`config.mk`:
```
export PLATFORM = sky130hd
export DESIGN_NAME = mul_tree_bfp_drain
export DESIGN_NICKNAME = d
export VERILOG_FILES = /design/src/rtl/mul_tree_bfp_drain_pkg.sv /design/src/rtl/mul_tree_bfp_drain_lane_align.sv /design/src/rtl/mul_tree_bfp_drain.sv
export SDC_FILE = /design/constraint.sdc
export NUM_CORES = 1
export LEC_CHECK = 0
export ABC_CLOCK_PERIOD_IN_PS = 7400
export CAP_MARGIN = 0
export CELL_PAD_IN_SITES_DETAIL_PLACEMENT = 1
export CELL_PAD_IN_SITES_GLOBAL_PLACEMENT = 1
export CORE_MARGIN = 3
export CORE_UTILIZATION = 36
export CTS_CLUSTER_SIZE = 24
export DETAILED_ROUTE_END_ITERATION = 8
export PLACE_DENSITY = 0.68
export SETUP_SLACK_MARGIN = 0.02
export SLEW_MARGIN = 10
export SYNTH_ARGS = -nofsm -noshare
export SYNTH_HDL_FRONTEND = slang
export SYNTH_SLANG_ARGS = --single-unit
```
`constraint.sdc`:
```
create_clock -name clk -period 7.4 [get_ports clk]
set_clock_uncertainty 0.2 [all_clocks]
set_input_delay 1.48 -clock clk [delete_from_list [all_inputs] [get_ports clk]]
set_output_delay 1.48 -clock clk [all_outputs]
set_load 0.05 [all_outputs]
```
`src/rtl/mul_tree_bfp_drain_pkg.sv`:
```
// rtl/mul_tree_bfp_drain_pkg.sv - shared constants for the bf16 block-floating-point drain
//
// Purpose: state encodings, bf16 field layout, lane count and the default
// output lane width shared by mul_tree_bfp_drain and bf16_lane_align.
// Ports: none (package).
package mul_tree_bfp_drain_pkg;

   localparam int LANES    = 4;
   localparam int FX_W_DEF = 16;

   // bf16 field layout: {sign, exponent[7:0], mantissa[6:0]}
   localparam int BF_SIGN_BIT = 15;
   localparam int BF_EXP_LSB  = 7;
   localparam int BF_EXP_W    = 8;
   localparam int BF_MAN_W    = 7;

   localparam logic [1:0] ST_FILL    = 2'd0;
   localparam logic [1:0] ST_REQ_EXP = 2'd1;
   localparam logic [1:0] ST_DRAIN   = 2'd2;

endpackage

```
`src/rtl/mul_tree_bfp_drain_lane_align.sv`:
```
// rtl/mul_tree_bfp_drain_lane_align.sv - combinational bf16 to fixed-point lane aligner
//
// Purpose: converts one bf16 lane to a signed FX_W-bit value aligned to the
// shared block exponent E. Zero/denormal inputs flush to 0; an input exponent
// above E is passed unshifted and flagged on range_err_o.
// Build option: MUL_TREE_BFP_ROUND_EN selects round half-up on the alignment
// shift; otherwise bits shifted out are truncated.
// Ports:
//   lane_i      bf16 input lane
//   exp_i       shared (biased) block exponent E
//   value_o     two's-complement aligned value
//   range_err_o lane exponent exceeded E
module bf16_lane_align
   import mul_tree_bfp_drain_pkg::*;
#(
   parameter int FX_W = FX_W_DEF
) (
   input  logic [15:0]     lane_i,
   input  logic [7:0]      exp_i,
   output logic [FX_W-1:0] value_o,
   output logic            range_err_o
);

   logic                sgn;
   logic [BF_EXP_W-1:0] e;
   logic [BF_MAN_W-1:0] m;
   logic [14:0]         full;
   logic [7:0]          sh;
   logic [14:0]         mag;
   logic [FX_W-1:0]     magx;
`ifdef MUL_TREE_BFP_ROUND_EN
   logic [3:0]          rb_idx;
`endif

   always_comb begin
      sgn  = lane_i[BF_SIGN_BIT];
      e    = lane_i[BF_EXP_LSB +: BF_EXP_W];
      m    = lane_i[0 +: BF_MAN_W];
      full = {1'b1, m, 7'b0};
      range_err_o = (e != 8'd0) && (e > exp_i);
      sh   = (e > exp_i) ? 8'd0 : (exp_i - e);
      mag  = '0;
`ifdef MUL_TREE_BFP_ROUND_EN
      rb_idx = sh[3:0] - 4'd1;
      if (e != 8'd0) begin
         if (sh == 8'd0) begin
            mag = full;
         end else if (sh <= 8'd15) begin
            // Rounding bit is the last one shifted out, so sh=15 can still give 1.
            mag = (full >> sh) + {14'd0, full[rb_idx]};
         end
      end
`else
      if (e != 8'd0 && sh < 8'd15) begin
         mag = full >> sh;
      end
`endif
      magx    = FX_W'(mag);
      value_o = sgn ? (-magx) : magx;
   end

endmodule

```
`src/rtl/mul_tree_bfp_drain.sv`:
```
// rtl/mul_tree_bfp_drain.sv - batch buffer and block-floating-point replay of bf16 results
//
// Purpose: captures BATCH_WORDS 64-bit result words (4 bf16 lanes each),
// requests the batch maximum exponent, then replays the batch as 4 signed
// fixed-point lanes aligned to that exponent over a valid/ready stream.
// Build option: MUL_TREE_BFP_ROUND_EN (round half-up in the lane aligner).
// Ports:
//   clk, rst_n                      clock, async active-low reset
//   res_data, res_vld               incoming result words (no backpressure)
//   max_exponent_ready/_vld, max_exponent  exponent request handshake
//   out_data, out_exp, out_vld, out_ready, out_last  aligned output stream
//   err_overflow                    sticky: dropped word or lane exponent above E
module mul_tree_bfp_drain
   import mul_tree_bfp_drain_pkg::*;
#(
   parameter int BATCH_WORDS = 16,
   parameter int LOG2_BATCH  = 4,
   parameter int FX_W        = FX_W_DEF
) (
   input  logic        clk,
   input  logic        rst_n,
   input  logic [63:0] res_data,
   input  logic        res_vld,
   output logic        max_exponent_ready,
   input  logic [7:0]  max_exponent,
   input  logic        max_exponent_vld,
   output logic [63:0] out_data,
   output logic [7:0]  out_exp,
   output logic        out_vld,
   input  logic        out_ready,
   output logic        out_last,
   output logic        err_overflow
);

   localparam logic [LOG2_BATCH-1:0] LAST_IDX = LOG2_BATCH'(BATCH_WORDS - 1);

   logic [63:0]           buf_q [BATCH_WORDS];
   logic [1:0]            state_q, state_d;
   logic [LOG2_BATCH-1:0] wr_cnt_q, wr_cnt_d;
   logic [LOG2_BATCH-1:0] rd_cnt_q, rd_cnt_d;
   logic [7:0]            exp_q, exp_d;
   logic [63:0]           out_data_q, out_data_d;
   logic                  out_vld_q, out_vld_d;
   logic                  out_last_q, out_last_d;
   logic                  err_q, err_d;
   logic                  wr_en;
   logic                  load;
   logic [63:0]           rd_word;
   logic [63:0]           conv_word;
   logic [FX_W-1:0]       lane_val [LANES];
   logic [LANES-1:0]      lane_err;

   assign rd_word = buf_q[rd_cnt_q];

   for (genvar k = 0; k < LANES; k++) begin : g_lane
      bf16_lane_align #(.FX_W(FX_W)) u_align (
         .lane_i      (rd_word[16*k +: 16]),
         .exp_i       (exp_q),
         .value_o     (lane_val[k]),
         .range_err_o (lane_err[k])
      );
   end

   always_comb begin
      conv_word = '0;
      for (int k = 0; k < LANES; k++) begin
         conv_word[16*k +: 16] = 16'(lane_val[k]);
      end
   end

   always_comb begin
      state_d    = state_q;
      wr_cnt_d   = wr_cnt_q;
      rd_cnt_d   = rd_cnt_q;
      exp_d      = exp_q;
      out_data_d = out_data_q;
      out_vld_d  = out_vld_q;
      out_last_d = out_last_q;
      err_d      = err_q;
      wr_en      = 1'b0;
      load       = 1'b0;

      case (state_q)
         ST_FILL: begin
            if (res_vld) begin
               wr_en    = 1'b1;
               wr_cnt_d = wr_cnt_q + 1'b1;   // wraps to 0 after the last word
               if (wr_cnt_q == LAST_IDX) begin
                  state_d = ST_REQ_EXP;
               end
            end
         end
         ST_REQ_EXP: begin
            if (max_exponent_vld) begin
               exp_d    = max_exponent;
               rd_cnt_d = '0;
               state_d  = ST_DRAIN;
            end
         end
         ST_DRAIN: begin
            // First cycle in DRAIN primes the output register; afterwards a
            // new word is loaded on every accept until the last one leaves.
            if (!out_vld_q) begin
               load = 1'b1;
            end else if (out_ready) begin
               if (out_last_q) begin
                  out_vld_d  = 1'b0;
                  out_last_d = 1'b0;
                  state_d    = ST_FILL;
               end else begin
                  load = 1'b1;
               end
            end
         end
         default: state_d = ST_FILL;
      endcase

      if (load) begin
         out_data_d = conv_word;
         out_vld_d  = 1'b1;
         out_last_d = (rd_cnt_q == LAST_IDX);
         rd_cnt_d   = rd_cnt_q + 1'b1;
         if (|lane_err) begin
            err_d = 1'b1;
         end
      end

      // Words outside FILL are dropped, including one coinciding with the final accept.
      if (res_vld && state_q != ST_FILL) begin
         err_d = 1'b1;
      end
   end

   always_ff @(posedge clk) begin
      if (wr_en) begin
         buf_q[wr_cnt_q] <= res_data;
      end
   end

   always_ff @(posedge clk or negedge rst_n) begin
      if (!rst_n) begin
         state_q    <= ST_FILL;
         wr_cnt_q   <= '0;
         rd_cnt_q   <= '0;
         exp_q      <= '0;
         out_data_q <= '0;
         out_vld_q  <= 1'b0;
         out_last_q <= 1'b0;
         err_q      <= 1'b0;
      end else begin
         state_q    <= state_d;
         wr_cnt_q   <= wr_cnt_d;
         rd_cnt_q   <= rd_cnt_d;
         exp_q      <= exp_d;
         out_data_q <= out_data_d;
         out_vld_q  <= out_vld_d;
         out_last_q <= out_last_d;
         err_q      <= err_d;
      end
   end

   assign max_exponent_ready = (state_q == ST_REQ_EXP);
   assign out_data           = out_data_q;
   assign out_exp            = exp_q;
   assign out_vld            = out_vld_q;
   assign out_last           = out_last_q;
   assign err_overflow       = err_q;

endmodule
```
# Word-level counts from Yosys, hierarchy flattened
# Memory sizes are Yosys's and may differ from the RTL's.
# Index checks and enable logic that the tools add are counted.
[classes]
mux = 41
n_addsub = 10
eq_ne = 10
n_reduce_logical = 29
shifts = 4
order_cmp = 8
[ops]
columns = ["cell", "count"]
rows = [
  ["two-way mux 16 bit", 4],
  ["negation 15 -> 16 bit", 4],
  ["two-way mux 15 bit", 4],
  [">> shifter 15 x 8 -> 15 bit", 4],
  ["> comparator 8 bit", 4],
  ["less-than comparator 8 x 4 -> 1 bit (second input constant)", 4],
  ["two-way mux 8 bit", 4],
  ["nonzero test 8 bit", 4],
  ["subtractor 8 bit", 4],
  ["two-way mux 1 bit", 19],
  ["nonzero test 2 bit", 8],
  ["two-way mux 2 bit", 6],
  ["two-way mux 4 bit", 3],
  ["inequality test 2 bit (second input constant)", 5],
  ["logical AND 1 bit", 9],
  ["adder 4 x 1 -> 4 bit (second input constant)", 2],
  ["equality test 4 bit (second input constant)", 2],
  ["AND reduction 2 bit", 4],
  ["case mux 2 bit (3 select lines)", 1],
  ["AND reduction 6 bit", 1],
  ["OR reduction 4 bit", 1],
  ["AND reduction 3 bit", 1],
  ["equality test 2 x 1 -> 1 bit (second input constant)", 1],
  ["equality test 2 bit (second input constant)", 1],
  ["other kinds (2)", 2],
]
[totals]
mem_count = 1
word_cells = 111
ram_bits = 1024
ff_bits = 85
input_bits = 77
out_inout_bits = 76
[mem_list]
columns = ["memory", "depth", "width", "read_ports", "rd_clocked_by_memory_dff", "write_ports", "line_no", "source"]
rows = [
  ["buf_q", 16, 64, 1, 0, 1, "mul_tree_bfp_drain.sv:37", "logic [63:0] buf_q [BATCH_WORDS];"],
]

# Longest topological paths before layout
# Gate-level depths: netlist of the first run.
# An unclocked memory read counts as a cell.
[depth]
ltp_word = 8
depth_mapped = 26

# Cells and area by module
# A second synthesis of the first run with hierarchy kept.
[unflattened]
hier_cells = 3145
hier_area_um2 = 49426.2
[by_module_without_submodules]
columns = ["mod", "seq_area_each_um2", "cells_each", "instances", "area_per_inst_um2"]
rows = [
  ["mul_tree_bfp_drain", 32876.5, 2073, 1, 42419.4],
  ["bf16_lane_align", 0.0, 268, 4, 1751.7],
]

# Worst setup path after synthesis of the first run
# OpenSTA, ideal clock, no wires.
[synth_path]
path_kind = "flip-flop to flip-flop"
from = "reg rd_cnt_q[2]"
to = "reg out_data_q[14] (netlist: out_data[14])"
period_less_slack_ns = 6.151
path_slack_ns = 1.249
setup_ns = 0.130
n_path_buf = 6
arrival_ns = 5.822
stages_incl_launch_ff = 25
cell_sequence = "dfrtp_1 > buf_2 > buf_4 > buf_2 > buf_4 > clkbuf_1 > mux4_2 > mux4_2 > inv_1 > ha_1 > a21oi_1 > o21ai_1 > a2111oi_0 > nor4_2 > nand2_1 > clkbuf_1 > nor4_1 > a211oi_1 > nor2_1 > o21ai_0 > ha_1 > or3b_1 > o41ai_1 > xor2_1 > o21ai_1"
[synth_between]
elab_chain_cells = 8
[synth_rtl]
columns = ["element", "line_no", "source"]
rows = [
  ["start: declaration", "mul_tree_bfp_drain.sv:40", "logic [LOG2_BATCH-1:0] rd_cnt_q, rd_cnt_d;"],
  ["start signal: assignment", "mul_tree_bfp_drain.sv:153", "rd_cnt_q <= rd_cnt_d;"],
  ["memory read (16 x 64 bit) (*)", "-", ""],
  ["subtractor 8 bit or > comparator 8 bit (tied branches)", "mul_tree_bfp_drain_lane_align.sv:41", "sh = (e > exp_i) ? 8'd0 : (exp_i - e);"],
  ["two-way mux 8 bit", "mul_tree_bfp_drain_lane_align.sv:41", ""],
  ["less-than comparator 8 x 4 -> 1 bit", "mul_tree_bfp_drain_lane_align.sv:54", "if (e != 8'd0 && sh < 8'd15) begin"],
  ["logical AND 1 bit", "mul_tree_bfp_drain_lane_align.sv:54", ""],
  ["two-way mux 15 bit", "mul_tree_bfp_drain_lane_align.sv:54", ""],
  ["negation 15 -> 16 bit", "mul_tree_bfp_drain_lane_align.sv:59", "value_o = sgn ? (-magx) : magx;"],
  ["two-way mux 16 bit (*)", "mul_tree_bfp_drain_lane_align.sv:59", ""],
  ["end signal: assignment", "mul_tree_bfp_drain.sv:155", "out_data_q <= out_data_d;"],
  ["end: declaration", "mul_tree_bfp_drain.sv:42", "logic [63:0] out_data_q, out_data_d;"],
]
# Mark *: on every way between the ends. The rest lies on a longest branch, timed or not.
# A chain may end at the register's enable or synchronous reset.

# Worst setup path after layout of the first run
[layout_path]
from = "reg rd_cnt_q[0]"
to = "reg out_data_q[46] (netlist: out_data[46])"
# The elaborated chain is that of the path after synthesis.

==> out/results.txt, run 1 <==
status = finished clean
P&R area growth vs syn = 14.9%
flops & latches, synth = 1109
Crit Reg-Reg Endpoint = out_data[46]
Final ANT Viol Nets = 0
Placement Setup Slack = 0.700 ns
yosys warns = 0
Die W = 372 um
Hold Path Stages = 2
Critical path origin = rd_cnt_q[0]
Max VDD drop = 231 uV
final setup margin = 0.577 ns
GRT Total Usage = 19.9%
pwr dens = 481 nW/um^2
Hold Path End = out_data[53]
Post-CTS Setup Bufs = 0
first-pass GRT wire length = 203 mm
CP endpoint kind = flip-flop
Max stage delay on crit path = 0.81 ns
fin crit share = 92.2%
initial drt markers = 2765
Filler cells = 12900
Layout Cells excl Fill = 4868
Netlist cell types = 104
Max transition margin = 33.6%
Crit path buffers/inverters = 2
hold path startpoint = out_data[53]
Core ar. = 132000 um^2
Gate power share = 50.3%
Die Ht = 372 um
final hold viol count = 0
# rows = 133
initial core utilization = 36.5%
Synth area leaders = edfxtp_1, mux4_2, dfrtp_1, nand2_1, mux4_1
Worst Path Max Fanout = 26
Sw Ratio = 42.4%
hold_buf cts = 0
Cell Chain, Critical Path = buf_12, buf_12, mux4_2, a22o_1, a221oi_1, ha_1, and3_1, a221o_1, xnor2_1, o2111ai_1, nor4_1, o21bai_2, a211oi_1, a2111oi_4, and3_1, o311ai_0
Post-synth EDFFs = 1024
# Max-Cap Violations = 0
Worst Path Required = 7.82 ns
leakage power = 18.0 nW
routed via count = 27700
synth cell count leaders = edfxtp_1, mux4_2, nand2_1
Syn Inst Count = 2784
Crit path max-delay family = compound AO/OA/AOI/OAI gates
minimum clock period = 6.82 ns
reg2reg path depth = 16
Placed Cells incl. Taps = 4662
top cell type's share of synthesized area = 63.7%
initial antenna violation count = 16
DRT Pass-1 Iters = 5
DRC violations left = 0
unrepaired setup endpoints after global routing = no
nets = 3144
CTS Sinks = 1109
top_reg_cell synth = edfxtp_1
Worst EP arrival = 7.24 ns
critical path class = flip-flop to flip-flop
r2r startpoint = rd_cnt_q[0]
H-tree Lvls = 3
Max Root-Sink Buffers = 3
Skew-Pair Late Insertion Delay = 0.73 ns
post-route cell area = 55500 um^2
Die Footprint = 138000 um^2
mean area per synthesized cell = 17.3 um^2
maximum operating frequency = 147 MHz
startpoint types = flip-flop
P_sw = 11.3 mW
asr flop ratio synth = 7.66%
buffers added on ports = 152
Total Wirelength = 138 mm
stages on the worst setup path = 16
cell taking the most area after synthesis = edfxtp_1
most common cell in the netlist = edfxtp_1
Mapped Nets = 2910
vias in the first global route = 28700
Slew Viols, Final = 0
Clk Tree Root Cell = clkbuf_16
RD Place Congestion = 0.886
Clock Power Share = 19.9%
CTS clk-pin slew, worst paths = 0.06 ns
drt wl/cell = 28.3 um
CTS Buf Count = 109
worst-margin pin slew = 0.996 ns
R2R Setup Slk = 0.58 ns
Seq/Total Area, Yosys = 68.1%
Mapped Area = 48300 um^2
setup TNS = 0 ns
cts repair resizes = 0
Int Power = 15.4 mW
I/O pin cnt = 153
Post-DP Area = 52100 um^2
CTS tree = built
sequential power share = 29.8%
fin util = 41.9%
slowest stage cell, crit path = dfrtp_4
HP Class = flip-flop to flip-flop
DP HPWL = 87.4 mm
post-DR vias/cell = 5.68
layout cell share with drive strength beyond 1 = 19.3%
grt ovf = 0
pin count of the biggest net entering global routing = 82
Final Setup Violations = 0
## through the flow
| step | hold slack (ns) | power, mW |
|---|---|---|
| 2_1_floorplan | 0.270 | 17.3 |
| 3_3_place_gp | 0.262 | 21.2 |
| 3_5_place_dp | 0.260 | 21.4 |
| 4_1_cts | 0.278 | 26.7 |
| 5_1_grt | 0.302 | 28.2 |
| 6_report | 0.276 | 26.7 |
## state kept, by name (all words and copies together) (netlist names)
name / flops
out_data: 64
out_vld: 1
out_exp: 8
wr_cnt_q: 4
state_q: 2
rd_cnt_q: 4
buf_q: 1024
out_last: 1
err_overflow: 1
## how the worst max path moves through the flow
stage               slack, ns            to
floorplan                1.25  out_data[14]
global placement         0.80  out_data[62]
detailed placement       0.70  out_data[62]
CTS                      0.61  out_data[24]
global route             0.09  out_data[24]
finish                   0.58  out_data[46]
## worst register-to-register path: cells and delay by family, from the launching register on
| family | cells | cell delay (ns) |
|---|---|---|
| simple gates | 3 | 1.11 |
| mux | 1 | 0.53 |
| fa+ha+maj | 1 | 0.46 |
| xor+xnor | 1 | 0.15 |
| compound gates | 8 | 2.94 |
| flops | 1 | 0.81 |
| buf+inv | 2 | 0.52 |
## kinds of logic (layout without fill, tap and decap cells)
| logic type | count (synthesis) | count (layout) | share of synthesized area (%) |
|---|---|---|---|
| xor+xnor | 69 | 69 | 1.25 |
| simple gates | 548 | 548 | 5.70 |
| mux | 348 | 348 | 14.3 |
| compound gates | 484 | 484 | 7.06 |
| flops | 1109 | 1109 | 68.1 |
| buf+inv | 176 | 500 | 2.16 |
| fa+ha+maj | 50 | 50 | 1.35 |
| other cells | 0 | 5 | 0 |
## layout by cell type (no fill, tap or decap), types with 24 or more instances in the layout
master,Yosys,final
a22o_1,25,25
o21ai_0,109,109
mux2_2,32,32
clkbuf_16,0,109
clkinv_1,3,24
nand4_1,28,28
nor2_1,107,106
inv_1,37,37
clkdlybuf4s50_1,0,151
buf_4,13,99
nand2_1,172,171
a21oi_1,74,74
mux4_1,24,24
nor3_1,35,35
mux4_2,240,240
mux2i_1,52,52
ha_1,45,45
xor2_1,26,26
dfrtp_1,85,81
clkinv_2,0,26
a22oi_1,36,36
edfxtp_1,1024,1024
xnor2_1,43,43
nand3_1,47,47
## final cells by class
class                   count  area, um^2  area share (%)
flip-flops and latches   1109       32900            59.3
diodes                      5        12.5          0.0226
multi-input cells        1499       14400            25.9
well taps                1755        2200            3.96
inverters                  40         150           0.271
clock buffers             135        2860            5.15
clock inverters            66         523           0.943
repair buffers            259        2430            4.39
## layer usage
layer  vias to the layer above  GRT usage, %  share of wire [%]
met1                     14600          28.5                 44
met2                       949          32.0                 48
met3                       181          2.94                6.1
li1                      11900             -                  -
met4                         8          5.05                2.2
met5                         -             0              0.035
## power groups by stage
stage | clock network (mW) | logic (mW) | registers [mW]
finish | 5.31 | 13.4 | 7.94
global placement | 0 | 13.1 | 8.05
CTS | 5.43 | 13.3 | 7.96
global route | 5.68 | 14.5 | 8.00
detailed placement | 0 | 13.3 | 8.09
floorplan | 0 | 8.88 | 8.41
Note: power is estimated with default switching activity, not from simulation.
==> inputs of run 2 (changes only) <==
--- a/config.mk
+++ b/config.mk
@@ -7,13 +7,11 @@
 export LEC_CHECK = 0
 export ABC_CLOCK_PERIOD_IN_PS = 7400
 export CAP_MARGIN = 0
-export CELL_PAD_IN_SITES_DETAIL_PLACEMENT = 1
-export CELL_PAD_IN_SITES_GLOBAL_PLACEMENT = 1
 export CORE_MARGIN = 3
 export CORE_UTILIZATION = 36
 export CTS_CLUSTER_SIZE = 24
 export DETAILED_ROUTE_END_ITERATION = 8
-export PLACE_DENSITY = 0.68
+export PLACE_DENSITY = 0.61
 export SETUP_SLACK_MARGIN = 0.02
 export SLEW_MARGIN = 10
 export SYNTH_ARGS = -nofsm -noshare
==> out/results.txt, run 2 (synthesized netlist as in run 1, its figures left out) <==
post-DR vias/cell = 5.63
maximum operating frequency = 146 MHz
Worst Path Required = 7.87 ns
cts repair resizes = 0
# Max-Cap Violations = 0
first-pass GRT wire length = 193 mm
met2 Use GR = 29.1%
Die Footprint = 138000 um^2
Final ANT Viol Nets = 0
H-tree Lvls = 3
CP endpoint kind = flip-flop
Placed Cells incl. Taps = 4656
Clock Power Share = 21.1%
buffers added on ports = 152
register area = 32900 um^2
nets = 3141
Filler cells = 11700
Core ar. = 132000 um^2
CTS tree = built
leakage power = 18.1 nW
Layout Cells excl Fill = 4874
Max Root-Sink Buffers = 3
GRT Total Usage = 19.0%
CTS Sinks = 1109
P_sw = 11.2 mW
initial drt markers = 3201
CTS clk-pin slew, worst paths = 0.06 ns
hold_buf cts = 0
GR peak layer = met2
status = finished clean
met3 usage = 3.71%
setup TNS = 0 ns
DRT Pass-1 Iters = 6
DRC violations left = 0
grt ovf = 0
initial core utilization = 36.5%
I/O pin cnt = 153
Worst Path Max Fanout = 53
pin count of the biggest net entering global routing = 86
Slew Viols, Final = 0
pwr dens = 481 nW/um^2
minimum clock period = 6.84 ns
startpoint types = flip-flop
Worst EP arrival = 7.31 ns
fin crit share = 92.4%
Skew-Pair Late Insertion Delay = 0.75 ns
routed via count = 27400
met1 Usage GRT = 27.5%
Post-CTS Setup Bufs = 0
sequential power share = 29.6%
Die Ht = 372 um
Sw Ratio = 41.7%
Final Setup Violations = 0
final hold viol count = 0
Max VDD drop = 280 uV
most frequent cells in the layout = edfxtp_1, mux4_2, nand2_1, clkdlybuf4s50_1, clkbuf_16
DP HPWL = 81.3 mm
most common cell after layout, fill and taps aside = edfxtp_1
max FFs per register = 1024
area of the multi-input gates = 14400 um^2
Clk Tree Root Cell = clkbuf_16
R2R Setup Slk = 0.56 ns
Int Power = 15.6 mW
hold_ws = 0.270 ns
Total Wirelength = 131 mm
HP Class = flip-flop to flip-flop
vias in the first global route = 27400
# rows = 133
drt wl/cell = 26.8 um
post-route cell area = 55800 um^2
Die W = 372 um
CTS Buf Count = 112
P&R area growth vs syn = 15.6%
unrepaired setup endpoints after global routing = no
Post-DP Area = 52000 um^2
critical path class = flip-flop to flip-flop
worst-margin pin slew = 1.10 ns
layout cell share with drive strength beyond 1 = 19.5%
initial antenna violation count = 18
Max transition margin = 26.9%
Gate power share = 49.3%
most flop-heavy register = buf_q
RD Place Congestion = 0.906
run 2: cell count changes in the layout (fill, tap and decap cells not counted), moves of 6 or more:
cell / before / now
buf_4: 99 / 91
bufinv_16: 5 / 11
clkinv_2: 26 / 20
clkinv_4: 1 / 8
clkinvlp_4: 5 / 12
run 2: path summary, 6_finish.rpt:
| check | from | end | cells past startpoint |
|---|---|---|---|
| max in group asynchronous | rst_n | rd_cnt_q[0] | 2 |
| min in group asynchronous | rst_n | out_data[23] | 1 |
| worst max-delay path | rd_cnt_q[2] | out_data[45] | 15 |
| worst min-delay path | out_data[19] | out_data[19] | 2 |
| worst min register to register | out_data[19] | out_data[19] | 2 |
| worst max register to register | rd_cnt_q[2] | out_data[45] | 15 |
run 2: critical path, cell delays in order (launching register included):
cell and delay (ns):
dfrtp_4 1.03, buf_4 0.40, mux4_2 0.33, a22o_1 0.24
a221oi_1 0.73, ha_1 0.45, and3_1 0.24, a221oi_1 0.56
a21boi_1 0.38, o31a_1 0.38, a32oi_1 0.43, a32oi_1 0.30
a2111oi_4 0.51, nand3_1 0.16, o41ai_1 0.26, nand3b_1 0.14
run 2: area by class of cell:
cell class / count / share of cell area, %
clock buffer: 136 / 5.19
timing repair buffer: 253 / 4.33
multi-input combinational: 1499 / 25.8
inverter: 40 / 0.269
clock inverter: 77 / 1.50
sequential: 1109 / 59.0
tap: 1755 / 3.94
antenna: 5 / 0.0224
run 2: power by group through the flow:
stage	Clock, mW	Combinational [mW]	Sequential [mW]
after global routing	6.04	14.3	8.00
after detailed placement	0	13.1	8.08
after floorplan	0	8.88	8.41
after global placement	0	13.1	8.06
after CTS	5.79	13.1	7.95
final	5.66	13.2	7.94
run 2: stage by stage:
stage               setup slack [ns]  utilization [%]  power (mW)
CTS                            0.542             42.2        26.9
finish                         0.564             42.2        26.8
global placement               0.550             39.3        21.2
detailed placement             0.567             39.3        21.1
global route                  0.0419             42.2        28.3
floorplan                       1.25                -        17.3
run 2: layer usage:
metal	vias to the layer above	wire length (um)
li1	11900	-
met1	14300	57600
met2	996	60200
met3	194	9290
met4	18	3360
met5	-	121
==> inputs of run 3 (changes only) <==
--- a/config.mk
+++ b/config.mk
@@ -9,8 +9,10 @@
 export CAP_MARGIN = 0
 export CORE_MARGIN = 3
 export CORE_UTILIZATION = 36
+export CTS_BUF_LIST = sky130_fd_sc_hd__clkbuf_4 sky130_fd_sc_hd__clkbuf_8
 export CTS_CLUSTER_SIZE = 24
 export DETAILED_ROUTE_END_ITERATION = 8
+export HOLD_SLACK_MARGIN = 0.02
 export PLACE_DENSITY = 0.61
 export SETUP_SLACK_MARGIN = 0.02
 export SLEW_MARGIN = 10
==> out/results.txt, run 3 (synthesized netlist as in run 1, its figures left out) <==
Worst Path Max Fanout = 32
most common cell after layout, fill and taps aside = edfxtp_1
Placed Cells incl. Taps = 4656
maximum operating frequency = 146 MHz
Post-CTS Setup Bufs = 0
Slew Viols, Final = 0
H-tree Lvls = 4
worst-margin pin slew = 1.08 ns
GRT Total Usage = 19.2%
post-DR vias/cell = 5.59
leakage power = 18.2 nW
Die Footprint = 138000 um^2
CTS Sinks = 1109
critical path class = flip-flop to flip-flop
most frequent CP cell = o21ai_0
Layout Cells excl Fill = 4973
final hold viol count = 0
grt ovf = 0
hold_buf cts = 0
Max VDD drop = 244 uV
initial core utilization = 36.5%
HP Class = flip-flop to flip-flop
# rows = 133
RD Place Congestion = 0.906
P&R area growth vs syn = 15.2%
pwr dens = 475 nW/um^2
most frequent cells in the layout = edfxtp_1, mux4_2, clkbuf_8, nand2_1, clkdlybuf4s50_1
layout cell share with drive strength beyond 1 = 22.4%
Die Ht = 372 um
fin crit share = 92.3%
setup TNS = 0 ns
Max transition margin = 28.1%
Clk Tree Root Cell = clkbuf_8
minimum clock period = 6.83 ns
DRT Pass-1 Iters = 5
max FFs per register = 1024
Worst EP arrival = 7.36 ns
first-pass GRT wire length = 195 mm
slowest stage cell, crit path = dfrtp_4
I/O pin cnt = 153
buffers added on ports = 152
pin count of the biggest net entering global routing = 86
Placement Setup Slack = 0.567 ns
CTS Buf Count = 178
CP endpoint kind = flip-flop
nets = 3207
unrepaired setup endpoints after global routing = no
cts repair resizes = 0
CTS tree = built
Worst Path Required = 7.93 ns
Skew-Pair Late Insertion Delay = 0.90 ns
Die W = 372 um
initial antenna violation count = 20
Total Wirelength = 132 mm
drt wl/cell = 26.5 um
Cell Chain, Critical Path = buf_12, buf_4, mux4_2, mux4_2, inv_1, fa_1, inv_1, nor2_1, a41oi_1, a21oi_1, a211oi_1, o221ai_1, o21ai_0, nand2_1, ha_1, nand3_1, o21ai_0, xnor2_1, o21ai_0
final setup margin = 0.572 ns
# Max-Cap Violations = 0
DRC violations left = 0
CTS clk-pin slew, worst paths = 0.06 ns
startpoint types = flip-flop
Final Setup Violations = 0
Core ar. = 132000 um^2
Final ANT Viol Nets = 0
initial drt markers = 2974
Max Root-Sink Buffers = 3
vias in the first global route = 28000
status = finished clean
most flop-heavy register = buf_q
routed via count = 27800
Max stage delay on crit path = 0.78 ns
DP HPWL = 81.3 mm
-- run 3: cell count changes in the layout (fill, tap and decap cells not counted), moves of 3 or more --
cell / before / now
bufinv_16: 11 / 5
clkbuf_1: 24 / 0
clkbuf_16: 112 / 0
clkbuf_4: 0 / 69
clkbuf_8: 0 / 182
clkinv_1: 23 / 31
clkinv_16: 5 / 0
clkinv_2: 20 / 11
clkinv_4: 8 / 0
clkinv_8: 0 / 3
clkinvlp_4: 12 / 4
inv_12: 0 / 4
inv_6: 0 / 3
-- run 3: per-stage QoR --
step           utilization (%)  hold slack (ns)  area, um^2  power (mW)
2_1_floorplan                -            0.270       48300        17.3
3_3_place_gp              39.3            0.262       52000        21.2
6_report                  42.0            0.269       55600        26.4
5_1_grt                   42.0            0.279       55600        28.0
4_1_cts                   42.0            0.237       55600        26.5
3_5_place_dp              39.3            0.266       52000        21.1
-- run 3: final timing paths --
check                          endpoint  slack [ns]         start  depth (start not counted)
hold reg to reg            out_data[19]        0.27  out_data[19]                          2
min in group asynchronous  out_data[17]        0.32         rst_n                          1
setup reg to reg           out_data[56]        0.57   rd_cnt_q[0]                         19
hold / removal             out_data[19]        0.27  out_data[19]                          2
max in group asynchronous   rd_cnt_q[1]        5.45         rst_n                          2
setup / recovery           out_data[56]        0.57   rd_cnt_q[0]                         19
-- run 3: metal layers --
metal	global-route usage (%)	vias to the layer above	share of wire (%)	wire length [um]
met5	0	-	0.087	114
met4	5.42	18	2.5	3310
met3	4.43	232	7.2	9430
met2	29.3	1047	46	60500
met1	27.6	14400	44	58300
li1	-	12100	-	-
-- run 3: worst max-delay path: cells and delay by family, from the launching register on --
kind	cells	cell delay (ns)
AO/OA/AOI/OAI	7	2.28
multiplexers	2	1.04
buffers and inverters	4	0.89
adder cells (fa/ha/maj)	2	0.84
flip-flops	1	0.78
AND/OR/NAND/NOR	3	0.40
XOR/XNOR	1	0.19
-- run 3: final cells by class --
cell class | instances | area (um^2)
antenna | 6 | 15.0
clock buffer | 251 | 3020
clock inverter | 60 | 503
fill | 11800 | 76700
inverter | 40 | 150
multi-input combinational | 1499 | 14400
sequential | 1109 | 32900
tap | 1755 | 2200
timing repair buffer | 253 | 2410
-- run 3: power breakdown --
group	internal, mW	switching, mW	total (mW)
clock	2.82	2.42	5.25
combinational	4.89	8.33	13.2
sequential	7.55	0.386	7.94
